`src/rtl/access_ctrl_pkg.sv`:
```
// Shared encodings for the door-access controller: FSM states, keypad codes
// and LCD message selectors.
package access_ctrl_pkg;

    // One-hot state encoding; any other pattern is treated as illegal and
    // recovers to S_IDLE on the next cycle.
    typedef enum logic [5:0] {
        S_IDLE      = 6'b000001,
        S_PROFILE   = 6'b000010,
        S_PIN       = 6'b000100,
        S_OPEN      = 6'b001000,
        S_DOOR_OPEN = 6'b010000,
        S_ALARM     = 6'b100000
    } state_t;

    // Keypad scanner codes (0-9 are digits, A-D letters).
    localparam logic [3:0] KEY_STAR = 4'hE;
    localparam logic [3:0] KEY_HASH = 4'hF;

    // LCD message mux selectors.
    localparam logic [2:0] LCD_BLANK    = 3'd0;
    localparam logic [2:0] LCD_PROFILE  = 3'd1;
    localparam logic [2:0] LCD_PIN      = 3'd2;
    localparam logic [2:0] LCD_OPEN     = 3'd3;
    localparam logic [2:0] LCD_ERROR    = 3'd4;
    localparam logic [2:0] LCD_INTRUDER = 3'd5;
    localparam logic [2:0] LCD_AJAR     = 3'd6;

    // Ajar buzzer toggles every 2^AJAR_TOG_BITS cycles.
    localparam int unsigned AJAR_TOG_BITS = 24;

    function automatic logic is_digit(input logic [3:0] code);
        return code <= 4'd9;
    endfunction

endpackage

```
`src/rtl/access_ctrl_fsm_pin_entry_buf.sv`:
```
// PIN entry buffer: shifts keypad digits in (first digit ends up in the LSBs),
// tracks a saturating digit count whose top value marks overflow, and compares
// the buffer against the PIN_TABLE entry of the selected profile.
module pin_entry_buf
    import access_ctrl_pkg::*;
#(
    parameter int unsigned NUM_PROFILES = 4,
    parameter int unsigned PIN_DIGITS   = 4,
    parameter logic [NUM_PROFILES*PIN_DIGITS*4-1:0] PIN_TABLE = 64'h6789_0000_4321_3964
) (
    input  logic       clk,
    input  logic       reset,
    input  logic       clear,
    input  logic       shift,
    input  logic [3:0] digit,
    input  logic [3:0] sel_id,
    output logic       match
);

    localparam int unsigned BW = PIN_DIGITS * 4;
    localparam int unsigned CW = $clog2(PIN_DIGITS + 2);

    logic [BW-1:0] pin_buf;
    logic [CW-1:0] count;
    logic          overflow;
    logic [BW-1:0] expected;
    int unsigned   slot;

    assign overflow = (count == CW'(PIN_DIGITS + 1));

    // Digit shift register and saturating count; clear has priority over shift.
    always_ff @(posedge clk) begin
        if (reset || clear) begin
            pin_buf <= '0;
            count   <= '0;
        end else if (shift) begin
            pin_buf <= (pin_buf >> 4) | (BW'(digit) << (BW - 4));
            if (!overflow)
                count <= count + 1'b1;
        end
    end

    // Select the stored PIN (out-of-range ids fall back to slot 0) and compare.
    always_comb begin
        slot     = (32'(sel_id) < NUM_PROFILES) ? 32'(sel_id) : 0;
        expected = PIN_TABLE[slot*BW +: BW];
        match    = (count == CW'(PIN_DIGITS)) && (pin_buf == expected);
    end

endmodule

```
`src/rtl/access_ctrl_fsm.sv`:
```
// Door-access controller: presence wake-up, profile + PIN entry, latch servo
// control, reed-switch supervision and alarm/lockout on repeated failures.
// Optional feature macro: DOOR_AJAR_ALARM_EN (door-ajar buzzer in DOOR_OPEN).
module access_ctrl_fsm
    import access_ctrl_pkg::*;
#(
    parameter int unsigned NUM_PROFILES = 4,
    parameter int unsigned PIN_DIGITS   = 4,
    parameter logic [NUM_PROFILES*PIN_DIGITS*4-1:0] PIN_TABLE = 64'h6789_0000_4321_3964,
    parameter int unsigned MAX_TRIES    = 3,
    parameter int unsigned TIMEOUT_CYC  = 250_000_000,
    parameter int unsigned OPEN_CYC     = 500_000_000,
    parameter int unsigned ALARM_CYC    = 1_500_000_000,
    parameter int unsigned AJAR_CYC     = 1_500_000_000,
    localparam int unsigned FW = $clog2(MAX_TRIES + 1)
) (
    input  logic          clk,
    input  logic          reset,
    input  logic          presence,
    input  logic          key_valid,
    input  logic [3:0]    key_code,
    input  logic          reed_closed,
    output logic          servo_open,
    output logic          buzz,
    output logic [2:0]    lcd_msg,
    output logic [3:0]    profile_id,
    output logic [FW-1:0] fail_cnt
);

    state_t        state, state_n;
    logic [31:0]   timer, timer_n;
    logic [3:0]    cand_id, cand_id_n;
    logic          cand_valid, cand_valid_n;
    logic          err, err_n;
    logic [FW-1:0] fail_n;
    logic [3:0]    profile_n;
    logic          servo_n, buzz_n;
    logic [2:0]    lcd_n;
    logic          pin_clear, pin_shift, pin_match;
    logic          ajar_n;
    logic          is_star, is_hash, is_num;

`ifdef DOOR_AJAR_ALARM_EN
    logic                     ajar;
    logic [AJAR_TOG_BITS-1:0] ajar_cnt, ajar_cnt_n;
`endif

    assign is_num  = is_digit(key_code);
    assign is_star = (key_code == KEY_STAR);
    assign is_hash = (key_code == KEY_HASH);

    pin_entry_buf #(
        .NUM_PROFILES (NUM_PROFILES),
        .PIN_DIGITS   (PIN_DIGITS),
        .PIN_TABLE    (PIN_TABLE)
    ) u_pin_buf (
        .clk    (clk),
        .reset  (reset),
        .clear  (pin_clear),
        .shift  (pin_shift),
        .digit  (key_code),
        .sel_id (profile_id),
        .match  (pin_match)
    );

    // Next-state, timer reload, entry buffers and next registered outputs.
    always_comb begin
        state_n      = state;
        timer_n      = (timer != '0) ? timer - 32'd1 : timer;
        cand_id_n    = cand_id;
        cand_valid_n = cand_valid;
        err_n        = err;
        fail_n       = fail_cnt;
        profile_n    = profile_id;
        pin_clear    = 1'b0;
        pin_shift    = 1'b0;
        ajar_n       = 1'b0;
`ifdef DOOR_AJAR_ALARM_EN
        ajar_cnt_n   = '0;
`endif

        case (state)
            S_IDLE: begin
                if (!reed_closed)
                    state_n = S_ALARM;
                else if (presence)
                    state_n = S_PROFILE;
            end
            S_PROFILE: begin
                if (!reed_closed) begin
                    state_n = S_ALARM;
                end else if (key_valid) begin
                    timer_n = TIMEOUT_CYC - 1;
                    if (is_num) begin
                        cand_id_n    = key_code;
                        cand_valid_n = 1'b1;
                        err_n        = 1'b0;
                    end else if (is_star) begin
                        if (cand_valid && (32'(cand_id) < NUM_PROFILES)) begin
                            state_n   = S_PIN;
                            profile_n = cand_id;
                        end else begin
                            err_n = 1'b1;
                        end
                    end
                end else if (timer == '0) begin
                    state_n = S_IDLE;
                end
            end
            S_PIN: begin
                if (!reed_closed) begin
                    state_n = S_ALARM;
                end else if (key_valid) begin
                    timer_n = TIMEOUT_CYC - 1;
                    if (is_num) begin
                        pin_shift = 1'b1;
                    end else if (is_star) begin
                        pin_clear = 1'b1;
                    end else if (is_hash) begin
                        if (pin_match) begin
                            state_n = S_OPEN;
                            fail_n  = '0;
                        end else begin
                            fail_n  = fail_cnt + 1'b1;
                            state_n = (fail_cnt == FW'(MAX_TRIES - 1)) ? S_ALARM : S_PROFILE;
                        end
                    end
                end else if (timer == '0) begin
                    state_n = S_IDLE;
                end
            end
            S_OPEN: begin
                if (!reed_closed)
                    state_n = S_DOOR_OPEN;
                else if (timer == '0)
                    state_n = S_IDLE;
            end
            S_DOOR_OPEN: begin
                if (reed_closed)
                    state_n = S_IDLE;
`ifdef DOOR_AJAR_ALARM_EN
                else
                    ajar_n = ajar || (timer == '0);
`endif
            end
            S_ALARM: begin
                if (timer == '0) begin
                    state_n = S_IDLE;
                    fail_n  = '0;
                end
            end
            default: state_n = S_IDLE;
        endcase

        // Shared down-counter reloads with the limit of whichever state is entered.
        if (state_n != state) begin
            case (state_n)
                S_PROFILE, S_PIN: timer_n = TIMEOUT_CYC - 1;
                S_OPEN:           timer_n = OPEN_CYC - 1;
                S_DOOR_OPEN:      timer_n = AJAR_CYC - 1;
                S_ALARM:          timer_n = ALARM_CYC - 1;
                default:          timer_n = '0;
            endcase
        end

        // Candidate id and PIN buffer live only while their state is held.
        if (state_n != S_PROFILE) begin
            cand_id_n    = '0;
            cand_valid_n = 1'b0;
            err_n        = 1'b0;
        end
        if ((state_n != S_PIN) || (state != S_PIN))
            pin_clear = 1'b1;

        servo_n = (state_n == S_OPEN) || (state_n == S_DOOR_OPEN);
        buzz_n  = (state_n == S_ALARM);
`ifdef DOOR_AJAR_ALARM_EN
        if (ajar_n) begin
            if (ajar) begin
                ajar_cnt_n = ajar_cnt + 1'b1;
                buzz_n     = (&ajar_cnt) ? ~buzz : buzz;
            end else begin
                buzz_n = 1'b1;
            end
        end
`endif

        case (state_n)
            S_PROFILE:   lcd_n = err_n ? LCD_ERROR : LCD_PROFILE;
            S_PIN:       lcd_n = LCD_PIN;
            S_OPEN:      lcd_n = LCD_OPEN;
            S_DOOR_OPEN: lcd_n = ajar_n ? LCD_AJAR : LCD_OPEN;
            S_ALARM:     lcd_n = LCD_INTRUDER;
            default:     lcd_n = LCD_BLANK;
        endcase
    end

    // State, timer, entry bookkeeping and registered outputs.
    always_ff @(posedge clk) begin
        if (reset) begin
            state      <= S_IDLE;
            timer      <= '0;
            cand_id    <= '0;
            cand_valid <= 1'b0;
            err        <= 1'b0;
            fail_cnt   <= '0;
            profile_id <= '0;
            servo_open <= 1'b0;
            buzz       <= 1'b0;
            lcd_msg    <= LCD_BLANK;
        end else begin
            state      <= state_n;
            timer      <= timer_n;
            cand_id    <= cand_id_n;
            cand_valid <= cand_valid_n;
            err        <= err_n;
            fail_cnt   <= fail_n;
            profile_id <= profile_n;
            servo_open <= servo_n;
            buzz       <= buzz_n;
            lcd_msg    <= lcd_n;
        end
    end

`ifdef DOOR_AJAR_ALARM_EN
    // Ajar flag and buzzer toggle prescaler.
    always_ff @(posedge clk) begin
        if (reset) begin
            ajar     <= 1'b0;
            ajar_cnt <= '0;
        end else begin
            ajar     <= ajar_n;
            ajar_cnt <= ajar_cnt_n;
        end
    end
`endif

endmodule

```
`config.mk`:
```
export PLATFORM = sky130hd
export DESIGN_NAME = access_ctrl_fsm
export DESIGN_NICKNAME = d
export VERILOG_FILES = /design/src/rtl/access_ctrl_pkg.sv /design/src/rtl/access_ctrl_fsm_pin_entry_buf.sv /design/src/rtl/access_ctrl_fsm.sv
export SDC_FILE = /design/constraint.sdc
export NUM_CORES = 1
export LEC_CHECK = 0
export ABC_AREA = 1
export CORE_MARGIN = 3
export CORE_UTILIZATION = 46
export DETAILED_ROUTE_END_ITERATION = 6
export GPL_ROUTABILITY_DRIVEN = 1
export HOLD_SLACK_MARGIN = 0.05
export PLACE_DENSITY = 0.7
export SYNTH_ARGS = -nofsm -noshare
export SYNTH_HDL_FRONTEND = slang
export SYNTH_SLANG_ARGS = --single-unit
```
`constraint.sdc`:
```
create_clock -name clk -period 4.4 [get_ports clk]
set_input_delay 0.66 -clock clk [delete_from_list [all_inputs] [get_ports clk]]
set_output_delay 0.66 -clock clk [all_outputs]
set_load 0.02 [all_outputs]
```
Word level (Yosys, flattened, before mapping)
Cells that the tools add are included.
W data, S select, Z words.

cells by class
  $add $sub $neg = 3
  reductions and logical operators = 17
  muxes and demuxes = 52
  order comparisons = 3
  bitwise logic cells = 3
  eq/ne operators = 27
  shift-type cells = 1

operators by type and width
  kind                         number
  $mux W32                     5
  $mux W6                      17
  $pmux W31 S3                 1
  $shiftx A64 B33 Y16 const A  1
  $pmux W6 S6                  1
  $logic_not A32 Y1            1
  $reduce_bool A32 Y1          1
  $sub A32 B1 Y32 const B      1
  $mux W1                      17
  $eq A16 B16 Y1               1
  $or A12 B16 Y16              1
  $mux W2                      7
  $eq A6 B2 Y1 const B         2
  $eq A6 B3 Y1 const B         2
  $eq A6 B4 Y1 const B         2
  $eq A6 B5 Y1 const B         2
  $eq A6 B6 Y1 const B         2
  $ne A2 B2 Y1 const B         6
  $ne A6 B3 Y1 const B         2
  $pmux W3 S4                  1
  $reduce_or A2 Y1             5
  $eq A4 B4 Y1 const B         2
  $lt A4 B3 Y1 const B         2
  $reduce_and A7 Y1            1
  other kinds (18)             23

storage, ports and cells
  input port bits = 9
  output and inout bits = 11
  register bits after elaboration = 74

Logic depth before layout (Yosys ltp)
  depth after elaboration = 16
  depth in mapped cells = 20

By module
From an unflattened synthesis, not the netlist that was laid out.

unflattened totals
  cell total of the unflattened synthesis = 665
  area total of the unflattened synthesis = 4346.7 sq um

modules (own cells, without submodules)
  module           cells each  instances  area an instance (sq um)
  access_ctrl_fsm  524         1          3377.0
  pin_entry_buf    141         1          969.7

Least setup slack after synthesis
No wires, ideal clock.

  path kind = input port to flip-flop
  start point = in key_code[2]
  end point = reg timer[5]
  data arrival time = 2.177 ns
  buffers on the path = 1
  stages = 17
  library setup time = 0.062 ns
  setup slack = 2.161 ns
  cell sequence = nand2_1 inv_1 nand3_1 o21ai_0 nand2_1 nand2_1 nand2_1 nand2_1 nand2_1 nor2_1 nand2_1 nor2_2 nand4_4 nor2_4 buf_6 nand2_1 nand2_1

between the ends
  word-level cells in the longest chain between the ends = 11
  elaborated cells on any way between the ends = 23
  those cells by class = order compare: 1; eq/ne: 8; mux: 12; reduce/logical: 2

ends and longest elaborated chain
  element                                     line                    RTL
  start, declared                             access_ctrl_fsm.sv:21   input logic [3:0] key_code,
  $eq A4 B4 Y1                                access_ctrl_fsm.sv:50   assign is_hash = (key_code == KEY_HASH);
  $mux W6                                     access_ctrl_fsm.sv:119  end else if (is_hash) begin
  $mux W6                                     access_ctrl_fsm.sv:117  end else if (is_star) begin
  $mux W6                                     access_ctrl_fsm.sv:115  if (is_num) begin
  $mux W6                                     access_ctrl_fsm.sv:113  end else if (key_valid) begin
  $mux W6                                     access_ctrl_fsm.sv:111  if (!reed_closed) begin
  $pmux W6 S6 *                               access_ctrl_fsm.sv:82   case (state)
  $eq A6 B6 Y1, or another cell as far along  access_ctrl_fsm.sv:157  case (state_n)
  $reduce_or A2 Y1 (on tied branches)         -
  $pmux W31 S3                                access_ctrl_fsm.sv:157
  $mux W32 *                                  access_ctrl_fsm.sv:156  if (state_n != state) begin
  end signal, assigned                        access_ctrl_fsm.sv:213  timer <= timer_n;
  end, declared                               access_ctrl_fsm.sv:31   logic [31:0] timer, timer_n;

Every way passes the cells marked *; elsewhere a longest branch is shown, timed or not.
A chain may end at the register's enable or synchronous reset.

Worst setup path after layout
  start point = reg profile_id[2]
  end point = reg timer[29]

between the ends
  word-level cells in the longest chain between the ends = 14

ends and longest elaborated chain
  element                 line                                 RTL
  start, declared         access_ctrl_fsm.sv:26                output logic [3:0] profile_id,
  start signal, assigned  access_ctrl_fsm.sv:218               profile_id <= profile_n;
  $lt A4 B3 Y1            access_ctrl_fsm_pin_entry_buf.sv:45  slot = (32'(sel_id) < NUM_PROFILES) ? 32'(sel_id) : 0;
  $mux W4 *               access_ctrl_fsm_pin_entry_buf.sv:45
  $shiftx A64 B33 Y16 *   access_ctrl_fsm_pin_entry_buf.sv:46  expected = PIN_TABLE[slot*BW +: BW];
  $eq A16 B16 Y1 *        access_ctrl_fsm_pin_entry_buf.sv:47  match = (count == CW'(PIN_DIGITS)) && (pin_buf == expected);
  $logic_and A1 B1 Y1 *   access_ctrl_fsm_pin_entry_buf.sv:47
  $mux W6 *               access_ctrl_fsm.sv:120               if (pin_match) begin
  $mux W6 *               access_ctrl_fsm.sv:119
  $mux W6 *               access_ctrl_fsm.sv:117
  $mux W6 *               access_ctrl_fsm.sv:115
  $mux W6 *               access_ctrl_fsm.sv:113
  $mux W6 *               access_ctrl_fsm.sv:111
  $pmux W6 S6 *           access_ctrl_fsm.sv:82
  $ne A6 B6 Y1 *          access_ctrl_fsm.sv:156
  $mux W32 *              access_ctrl_fsm.sv:156

Marked as above.

==> metrics.md <==
| Metric | Value |
|---|---|
| Post-synthesis sequential area ratio | `34.1%` |
| Worst-Margin Slew | `0.716 ns` |
| Total grt overflow | `0` |
| Worst-Skew Late Latency | `~0.35 ns` |
| RR Startpoint | `profile_id[2]` |
| Max Freq | `approximately 310 MHz` |
| Distinct cells, synth | `40` |
| Post-Syn Area | `4340 um2` |
| Met3 wire length | `670 um` |
| Largest stage delay on the critical path | `0.56 ns` |
| Maximum vdd ir drop | `0.000298 V` |
| DP HPWL | `8650 um` |
| Syn-to-layout area delta | `10.3%` |
| P_leak | `~2.2 nW` |
| Layout cell share with drive strength beyond 1 | `6.82%` |
| Ports | `20` |
| Via-to-Cell Ratio | `around 5.4` |
| Die area | `10600 um2` |
| Crit path arrival time | `3.50 ns` |
| Vias | `roughly 4400` |
| DR pass1 iterations | `5` |
| Vias in the first global route | `4029` |
| Port bufs | `19` |
| Worst Path Buf+Inv | `0` |
| Clock sinks | `74` |
| Syn nets | `697` |
| Setup TNS | `0 ns` |
| Met2 WL | `5090 um` |
| DIE WIDTH | `around 100 um` |
| Clk slew on worst S/H paths | `0.08 ns` |
| H-tree levels | `3` |
| Setup Buffers After CTS | `0` |
| Number of warnings issued by yosys | `0` |
| Post-route DRC | `0` |
| TritonCTS clock tree | `yes` |
| Initial antenna violation count | `0` |
| Top delay family on crit path | `simple AND/OR/NAND/NOR gates` |
| Final hold vios | `0` |
| Critical Path Most Common Cell | `nand2_1` |
| Final ANT Viol Nets | `0` |
| Drt wl/cell | `14.3 um` |
| CP Launch Type | `flip-flop` |
| Initial Util | `48.6%` |
| First-pass GRT wire length | `about 19000 um` |
| Hold WC Path Type | `reg2reg` |
| Largest net degree at the start of global routing | `22` |
| Core area | `8930 um2` |
| CTS Hold Bufs | `0` |
| Crit path max fanout | `14` |
| Final wirelength | `around 12000 um` |
| Cts bufs inserted | `9` |
| Initial DRC count | `278` |
| Relative slew margins | `between 50% and 60%` |
| Deepest clock path buffer count | `2` |
| Fin crit share | `73.1%` |
| Global Route Usage Sum | `23.2%` |
| Number of synthesized register bits | `74` |
| Power per cell area | `480 nW/um2` |
| Ant diodes | `0` |
| Root Buffer | `clkbuf_8` |
| Top Layer Used | `met4` |
| Syn Area/Cell | `6.36 um2` |
| Post-Synthesis Cells | `683` |
| Total power | `2.30 mW` |
| Critical Path RT | `4.68 ns` |
| Crit. Startpoint | `profile_id[2]` |
| Min Tclk post-route | `3.22 ns` |
| Clock Skew | `0.0109 ns` |
| Final setup fails | `0` |
| Crit. End Element | `flip-flop` |
| Kind of critical path | `reg2reg` |
| Pins Over Slew Limit | `0` |
| Status | `finished clean` |
| Hold_sp | `profile_id[2]` |
| Fin nets | `714` |
| Max-cap violations | `0` |
| Cells along the critical path | `nor2_1 > nand2_1 > nand2_1 > nand2_1 > nand2_1 > nand2_1 > nor2_1 > nand3_1 > nand3_1 > nand2_1 > nand2_1 > nand2_2 > nand2_2 > nand4_4 > nor2_4 > nand2_1 > nor2_1` |
| Die height | `around 100 um` |
| RSZ-0062 raised after global routing | `no` |
| Routability Congestion | `0.999` |
| Met1 wire length | `5580 um` |
| # resized after CTS | `0` |
| Slowest CP cell | `nor2_1` |
| # rows | `34` |
## per-stage QoR
stage / worst slack (ns) / util, % / instance area, um2 / cells / hold WS (ns)
finish: 1.18 / 53.6 / 4790 / 812 / 0.461
global route: 0.822 / 53.6 / 4790 / 812 / 0.477
CTS: 1.15 / 53.6 / 4790 / 812 / 0.461
detailed placement: 1.03 / 51.6 / 4610 / 797 / 0.448
global placement: 1.17 / 51.6 / 4610 / 797 / 0.445
floorplan: 2.16 / - / 4340 / 683 / 0.436
## worst register-to-register path, delay by kind of cell, from the launching register on
kind,cells,cell delay [ns]
DFF,1,0.33
and+or+nand+nor,17,2.81
## cells in the final DEF, fill, tap and decap left out, types with 5 or more instances in the layout
master,instances
dfxtp_1,74
xor2_1,10
clkbuf_8,10
a211oi_1,5
ha_1,5
o21ai_0,23
nor3_1,9
a21oi_1,38
o21ai_1,6
nand3_1,59
nand4_1,15
nand2_1,188
inv_1,82
nor4_1,6
nor2_1,90
clkdlybuf4s50_1,19
nor2_2,11
## flip-flops by register name, summed over array words and instances, names as in the netlist
name	cells
err	1
u_pin_buf.count	3
lcd_msg	3
u_pin_buf.pin_buf	16
cand_valid	1
fail_cnt	2
cand_id	4
servo_open	1
profile_id	4
timer	32
buzz	1
state	6
## layout make-up
class	instances	area (um2)
well taps	108	135
repair buffers	21	205
clock inverters	3	40.0
flip-flops and latches	74	1480
fillers	901	4140
clock buffers	12	145
multi-input cells	507	2460
inverters	87	327
## cells in the mapped netlist (all sizes together)
| library cell | n | area, um2 |
|---|---|---|
| a211oi | 5 | 37.5 |
| a21oi | 39 | 199 |
| a221o | 1 | 10.0 |
| and3 | 3 | 18.8 |
| buf | 9 | 55.0 |
| clkbuf | 6 | 22.5 |
| clkinv | 3 | 11.3 |
| dfxtp | 74 | 1480 |
| ha | 5 | 62.6 |
| inv | 84 | 315 |
| nand2 | 192 | 731 |
| nand3 | 61 | 315 |
| nand3b | 3 | 22.5 |
| nand4 | 18 | 140 |
| nor2 | 104 | 440 |
| nor3 | 9 | 45.0 |
| nor3b | 1 | 12.5 |
| nor4 | 6 | 37.5 |
| o211ai | 3 | 22.5 |
| o21ai | 31 | 163 |
| o22ai | 4 | 25.0 |
| o31ai | 3 | 22.5 |
| o32ai | 1 | 8.76 |
| or2 | 4 | 25.0 |
| or3 | 1 | 6.26 |
| xnor2 | 3 | 26.3 |
| xor2 | 10 | 87.6 |
## routing by layer
layer | GRT usage (%) | vias to the layer above
li1 | - | 2243
met1 | 33.7 | 2013
met2 | 34.8 | 124
met3 | 3.89 | 23
met4 | 7.87 | 0
met5 | 0 | -
## worst paths after layout
kind | to | slack (ns) | depth (start not counted)
setup / recovery | timer[29] | 1.18 | 17
hold reg to reg | profile_id[2] | 0.46 | 2
setup reg to reg | timer[29] | 1.18 | 17
hold / removal | profile_id[2] | 0.46 | 2
## logic make-up after synthesis
group	after synthesis	synth area share (%)
xor gates and xnor gates	13	2.62
and+or+nand+nor	402	41.3
adders and majority gates	5	1.44
buffers and inverters	102	9.30
DFF	74	34.1
AOI/OAI and AO/OA	87	11.2
## report_power, final
part / internal [mW] / switching [mW] / leakage [nW] / total, mW
Combinational: 0.320 / 0.602 / 1.49 / 0.922
Clock: 0.273 / 0.246 / 0.0962 / 0.519
Sequential: 0.763 / 0.0947 / 0.602 / 0.858
No activity file was read; power rests on OpenSTA's default activity.
